===== src/rtl/poci_pkg.sv =====
// Shared defaults, derived frame geometry and FSM state type for the POCI serial scheduler.
package poci_pkg;

    localparam int unsigned N_REQ_DEF = 4;
    localparam int unsigned MSG_W_DEF = 8;

    function automatic int unsigned id_width(input int unsigned n_req);
        return (n_req > 1) ? $clog2(n_req) : 1;
    endfunction

    // Start bit + requester ID + message + parity.
    function automatic int unsigned frame_len(input int unsigned n_req, input int unsigned msg_w);
        return 1 + id_width(n_req) + msg_w + 1;
    endfunction

    localparam int unsigned ID_W_DEF      = id_width(N_REQ_DEF);
    localparam int unsigned FRAME_LEN_DEF = frame_len(N_REQ_DEF, MSG_W_DEF);

    typedef enum logic [1:0] {
        ST_IDLE  = 2'd0,
        ST_SHIFT = 2'd1,
        ST_GAP   = 2'd2
    } tx_state_t;

endpackage


===== src/rtl/poci_rr_arb.sv =====
// Combinational round-robin picker: first active request at or after the pointer, wrapping.
module poci_rr_arb
    import poci_pkg::*;
#(
    parameter  int unsigned N_REQ = N_REQ_DEF,
    localparam int unsigned ID_W  = id_width(N_REQ)
) (
    input  logic [N_REQ-1:0] i_req,
    input  logic [ID_W-1:0]  i_ptr,
    output logic [N_REQ-1:0] o_gnt_c,
    output logic [ID_W-1:0]  o_idx_c,
    output logic             o_any_c
);

    logic [ID_W-1:0] w_cand;

    always_comb begin
        o_gnt_c = '0;
        o_idx_c = '0;
        o_any_c = 1'b0;
        w_cand  = '0;
        for (int unsigned k = 0; k < N_REQ; k++) begin
            w_cand = (32'(i_ptr) + k >= N_REQ) ? ID_W'(32'(i_ptr) + k - N_REQ)
                                               : ID_W'(32'(i_ptr) + k);
            if (!o_any_c && i_req[w_cand]) begin
                o_any_c         = 1'b1;
                o_idx_c         = w_cand;
                o_gnt_c[w_cand] = 1'b1;
            end
        end
    end

endmodule


===== src/rtl/poci_tx_sched.sv =====
// Arbitrates N_REQ requesters round-robin and serializes the winner's framed message
// (start, ID, message, odd parity) with a one-cycle gap between frames.
module poci_tx_sched
    import poci_pkg::*;
#(
    parameter int unsigned N_REQ = N_REQ_DEF,
    parameter int unsigned MSG_W = MSG_W_DEF
) (
    input  logic                   sclk,
    input  logic                   rstn,
    input  logic [N_REQ-1:0]       i_req,
    input  logic [N_REQ*MSG_W-1:0] i_msg,
    output logic [N_REQ-1:0]       o_grant,
    output logic                   o_serial_out,
    output logic                   o_frame_valid,
    output logic                   o_busy,
    output logic                   o_done
);

    localparam int unsigned ID_W      = id_width(N_REQ);
    localparam int unsigned FRAME_LEN = frame_len(N_REQ, MSG_W);
    localparam int unsigned CNT_W     = $clog2(FRAME_LEN + 1);

    tx_state_t              r_state;
    logic [N_REQ-1:0]       r_grant;
    logic                   r_serial;
    logic                   r_frame_valid;
    logic                   r_busy;
    logic                   r_done;
    logic [FRAME_LEN-1:0]   r_shift;
    logic [CNT_W-1:0]       r_cnt;
    logic [ID_W-1:0]        r_ptr;

    logic [N_REQ-1:0]       w_win;
    logic [ID_W-1:0]        w_idx;
    logic                   w_any;
    logic [MSG_W-1:0]       w_msg_sel;
    logic                   w_parity;
    logic [FRAME_LEN-1:0]   w_frame;
    logic [ID_W-1:0]        w_ptr_nxt;

    poci_rr_arb #(.N_REQ(N_REQ)) u_arb (
        .i_req   (i_req),
        .i_ptr   (r_ptr),
        .o_gnt_c (w_win),
        .o_idx_c (w_idx),
        .o_any_c (w_any)
    );

    // Frame is built LSB-first so bit 0 goes out on the arbitration edge.
    assign w_msg_sel = i_msg[32'(w_idx) * MSG_W +: MSG_W];
    assign w_parity  = ~(^{w_idx, w_msg_sel});
    assign w_frame   = {w_parity, w_msg_sel, w_idx, 1'b1};
    assign w_ptr_nxt = (32'(w_idx) == N_REQ - 1) ? '0 : w_idx + ID_W'(1);

    always_ff @(posedge sclk or negedge rstn) begin
        if (!rstn) begin
            r_state       <= ST_IDLE;
            r_grant       <= '0;
            r_serial      <= 1'b0;
            r_frame_valid <= 1'b0;
            r_busy        <= 1'b0;
            r_done        <= 1'b0;
            r_shift       <= '0;
            r_cnt         <= '0;
            r_ptr         <= '0;
        end else begin
            r_grant <= '0;
            r_done  <= 1'b0;
            case (r_state)
                ST_IDLE, ST_GAP: begin
                    if (w_any) begin
                        r_state       <= ST_SHIFT;
                        r_grant       <= w_win;
                        r_shift       <= w_frame >> 1;
                        r_serial      <= w_frame[0];
                        r_frame_valid <= 1'b1;
                        r_busy        <= 1'b1;
                        r_cnt         <= CNT_W'(1);
                        r_ptr         <= w_ptr_nxt;
                    end else begin
                        r_state       <= ST_IDLE;
                        r_serial      <= 1'b0;
                        r_frame_valid <= 1'b0;
                        r_busy        <= 1'b0;
                    end
                end
                ST_SHIFT: begin
                    if (r_cnt == CNT_W'(FRAME_LEN)) begin
                        r_state       <= ST_GAP;
                        r_serial      <= 1'b0;
                        r_frame_valid <= 1'b0;
                        r_done        <= 1'b1;
                        r_cnt         <= '0;
                    end else begin
                        r_serial <= r_shift[0];
                        r_shift  <= r_shift >> 1;
                        r_cnt    <= r_cnt + CNT_W'(1);
                    end
                end
                default: r_state <= ST_IDLE;
            endcase
        end
    end

    assign o_grant       = r_grant;
    assign o_serial_out  = r_serial;
    assign o_frame_valid = r_frame_valid;
    assign o_busy        = r_busy;
    assign o_done        = r_done;

endmodule

===== config.mk =====
export PLATFORM = sky130hd
export DESIGN_NAME = poci_tx_sched
export DESIGN_NICKNAME = d
export VERILOG_FILES = /design/src/rtl/poci_pkg.sv /design/src/rtl/poci_rr_arb.sv /design/src/rtl/poci_tx_sched.sv
export SDC_FILE = /design/constraint.sdc
export NUM_CORES = 1
export LEC_CHECK = 0
export ABC_AREA = 1
export CORE_UTILIZATION = 52
export CTS_CLUSTER_SIZE = 20
export DETAILED_ROUTE_END_ITERATION = 12
export GPL_TIMING_DRIVEN = 0
export PLACE_DENSITY = 0.91
export SLEW_MARGIN = 5
export SYNTH_ARGS = -nofsm -noshare
export SYNTH_HDL_FRONTEND = slang
export SYNTH_SLANG_ARGS = --single-unit

===== constraint.sdc =====
create_clock -name sclk -period 3.8 [get_ports sclk]
set_clock_uncertainty 0.2 [all_clocks]
set_input_delay 0.76 -clock sclk [delete_from_list [all_inputs] [get_ports sclk]]
set_output_delay 0.76 -clock sclk [all_outputs]
set_load 0.01 [all_outputs]

==> summary.md <==
| Metric | Value |
|---|---|
| Post-synthesis adder-cell area fraction | `5.50%` |
| Crit path required time | `3.75 ns` |
| # setup viols final | `0` |
| Remaining Overflow, GRT | `0` |
| Sequential area share after synthesis | `29.7%` |
| Largest net degree at the start of global routing | `28` |
| Hold Path Sink | `o_busy$_DFFE_PN0P_` |
| Setup slack, reg-to-reg | `0.50 ns` |
| Inserted Clock Buffers | `3` |
| Clk buf depth | `2` |
| Residual DRC | `0` |
| Worst EP arrival | `3.25 ns` |
| Fillers | `358` |
| DR vias | `2215` |
| Slew at the pin closest to its max-slew limit | `1.14 ns` |
| Routed Antenna Nets | `0` |
| Final hold viol count | `0` |
| # port buffers | `45` |
| Xor-xnor portion of the synthesized cell area | `1.54%` |
| Vias in the first global route | `1978` |
| Worst R2R End | `r_shift[10]$_DFFE_PN0P_` |
| Clk slew on worst S/H paths | `0.08 ns` |
| CTS tree | `yes` |
| Max Clock Freq | `0.303 GHz` |
| Post-CTS setup buffers | `0` |
| RSZ-0062 raised after global routing | `no` |
| Final min period | `3.30 ns` |
| Fin crit share | `86.8%` |
| Critical Path End Type | `flop` |
| Area of the multi-input gates | `0.00130 mm2` |
| Most area-consuming cells after synthesis | `dfrtp_1 (30%), nand2_1 (18%), inv_1 (9.4%)` |
| Die height | `68.1 um` |
| Synth Warn # | `0` |
| Hold-fix buffers at CTS | `0` |
| Fraction of layout cells with a size suffix above 1 | `12.3%` |
| Clock root cell | `clkbuf_8` |
| Layout area overhead | `24.5%` |
| Die footprint | `0.00464 mm2` |
| H-tree lvl count | `1` |
| Largest family of logic cells by synthesized area | `simple AND/OR/NAND/NOR gates` |
| DR vias/cell | `5.02` |
| Critical Path Start Type | `flop` |
| Setup tns final | `0 ns` |
| Hold Crit Start | `o_busy$_DFFE_PN0P_` |
| Worst r2r src | `r_ptr[0]$_DFFE_PN0P_` |
| Area of the mapped netlist | `0.00227 mm2` |
| Commonest non-fill, non-tap cell in the layout | `nand2_1` |
| Core area | `0.00409 mm2` |
| Initial DRC count | `99` |
| Layout Nets | `440` |
| TritonRoute pass-1 iters | `4` |
| Drt total wl | `4800 um` |
| GRT Total Usage | `22.1%` |
| DIE WIDTH | `68.1 um` |
| First-pass GRT wire length | `8010 um` |
| Most frequent cells in the layout | `nand2_1 (109), inv_1 (57), clkdlybuf4s50_1 (45)` |
| Ant diodes | `0` |
| Status | `finished clean` |
| Synthesized instance count | `342` |
| Setup Crit Path Kind | `flop to flop` |
| Reg area | `676 um2` |
| Hold WC Path Type | `flop to flop` |
| Initial antenna violation count | `0` |
| Clk sinks | `27` |
| DR WL/cell | `10.9 um` |
| Compound-Gate Fraction of Synth Area | `12.3%` |
| Hold Path Stages | `2` |
| Avg Inst Size Synth | `6.65 um2` |
| Yosys top cell area share | `29.7%` |
| Syn Nets | `390` |
| Ports | `46` |
| Crit-path max FO | `10` |
| Unique cell type count in the Yosys netlist | `28` |
| Post-CTS Resized | `0` |
| Reg2Reg Depth | `22` |
| Starting Density | `55.6%` |
| Post-synthesis mux area share | `0%` |
| Slew headroom | `23.6%` |
| Maxcap violations | `0` |
| Worst-skew pair later-pin latency | `0.26 ns` |
| Detailed Place HPWL | `3830 um` |
| # rows | `23` |
| Register bit total from synthesis | `27` |
| Simple-Gate Fraction of Synth Area | `38.0%` |
| Routability Congestion | `0.793` |
| Post-synth top area cell | `dfrtp_1` |
| Pins Over Slew Limit | `0` |
cell usage after synthesis, drive strengths merged:
cell    number
nand2      130
inv         64
o21ai       29
dfrtp       27
nand3       19
nand4       15
nor2        15
a21oi       13
ha          10
buf          7
a221oi       4
clkbuf       2
xnor2        2
xor2         2
a21boi       1
a22o         1
o22ai        1
layout make-up:
type	instances	area share [%]
Clock buffer	4	1.59
Sequential cell	27	23.9
Inverter	64	8.48
Tap cell	50	2.21
Buffer	9	1.94
Timing Repair Buffer	45	15.9
Multi-Input combinational cell	242	46.0
registers in the layout, indices dropped and copies added (netlist names):
register,flops
r_state,2
o_serial_out,1
r_shift,11
o_busy,1
o_frame_valid,1
r_ptr,2
r_cnt,4
o_grant,4
o_done,1
worst max-delay path: stages, from the launching register on:
cell     delay [ns]
dfrtp_1        0.57
inv_2          0.20
ha_1           0.48
inv_1          0.13
nand3_1        0.11
nand2_1        0.12
a21oi_2        0.17
nand2_2        0.11
nand3_4        0.13
buf_6          0.14
nand2_1        0.06
nand2_1        0.08
nand2_1        0.07
nand2_2        0.09
inv_1          0.06
nand2_1        0.06
nand2_1        0.05
nand2_1        0.07
nand2_2        0.06
nand2_1        0.09
nand2_1        0.06
nand2_1        0.05
nand3_1        0.06
how the worst max path moves through the flow:
stage	from	to	slack (ns)	depth (start not counted)
after floorplan	r_ptr[0]$_DFFE_PN0P_	r_shift[10]$_DFFE_PN0P_	1.0	22
after global placement	i_req[3]	r_shift[10]$_DFFE_PN0P_	0.54	18
after detailed placement	i_req[3]	r_shift[10]$_DFFE_PN0P_	0.44	23
after CTS	r_ptr[0]$_DFFE_PN0P_	r_shift[10]$_DFFE_PN0P_	0.54	22
after global routing	r_ptr[0]$_DFFE_PN0P_	r_shift[10]$_DFFE_PN0P_	0.19	18
final	r_ptr[0]$_DFFE_PN0P_	r_shift[10]$_DFFE_PN0P_	0.50	22
per-layer routing:
metal | wire (um) | vias to the layer above | part of all wire [%] | global-route usage (%)
met2 | 2340 | 62 | 49 | 38.8
li1 | - | 1164 | - | -
met4 | 39 | 0 | 0.81 | 7.03
met3 | 210 | 4 | 4.4 | 1.67
met1 | 2210 | 985 | 46 | 28.3
met5 | 0 | - | 0 | 0
per-stage QoR:
stage | instances | cell area, um2 | setup slack [ns] | hold WS (ns) | util, %
after floorplan | 342 | 2270 | 0.999 | 0.260 | -
after global placement | 437 | 2790 | 0.537 | 0.275 | 68.2
after detailed placement | 437 | 2790 | 0.437 | 0.287 | 68.2
after CTS | 441 | 2830 | 0.535 | 0.308 | 69.3
after global routing | 441 | 2830 | 0.190 | 0.333 | 69.3
final | 441 | 2830 | 0.502 | 0.296 | 69.3
cell families (layout without fill, tap and decap cells):
| family | count (synthesis) | count (layout) |
|---|---|---|
| and+or+nand+nor | 179 | 179 |
| buffers and inverters | 73 | 122 |
| AOI/OAI and AO/OA | 49 | 49 |
| DFF | 27 | 27 |
| adders and majority gates | 10 | 10 |
| xor gates and xnor gates | 4 | 4 |
Power is not shown: default switching activity piles up to over one toggle a cycle in this logic, so the estimate is an artifact.
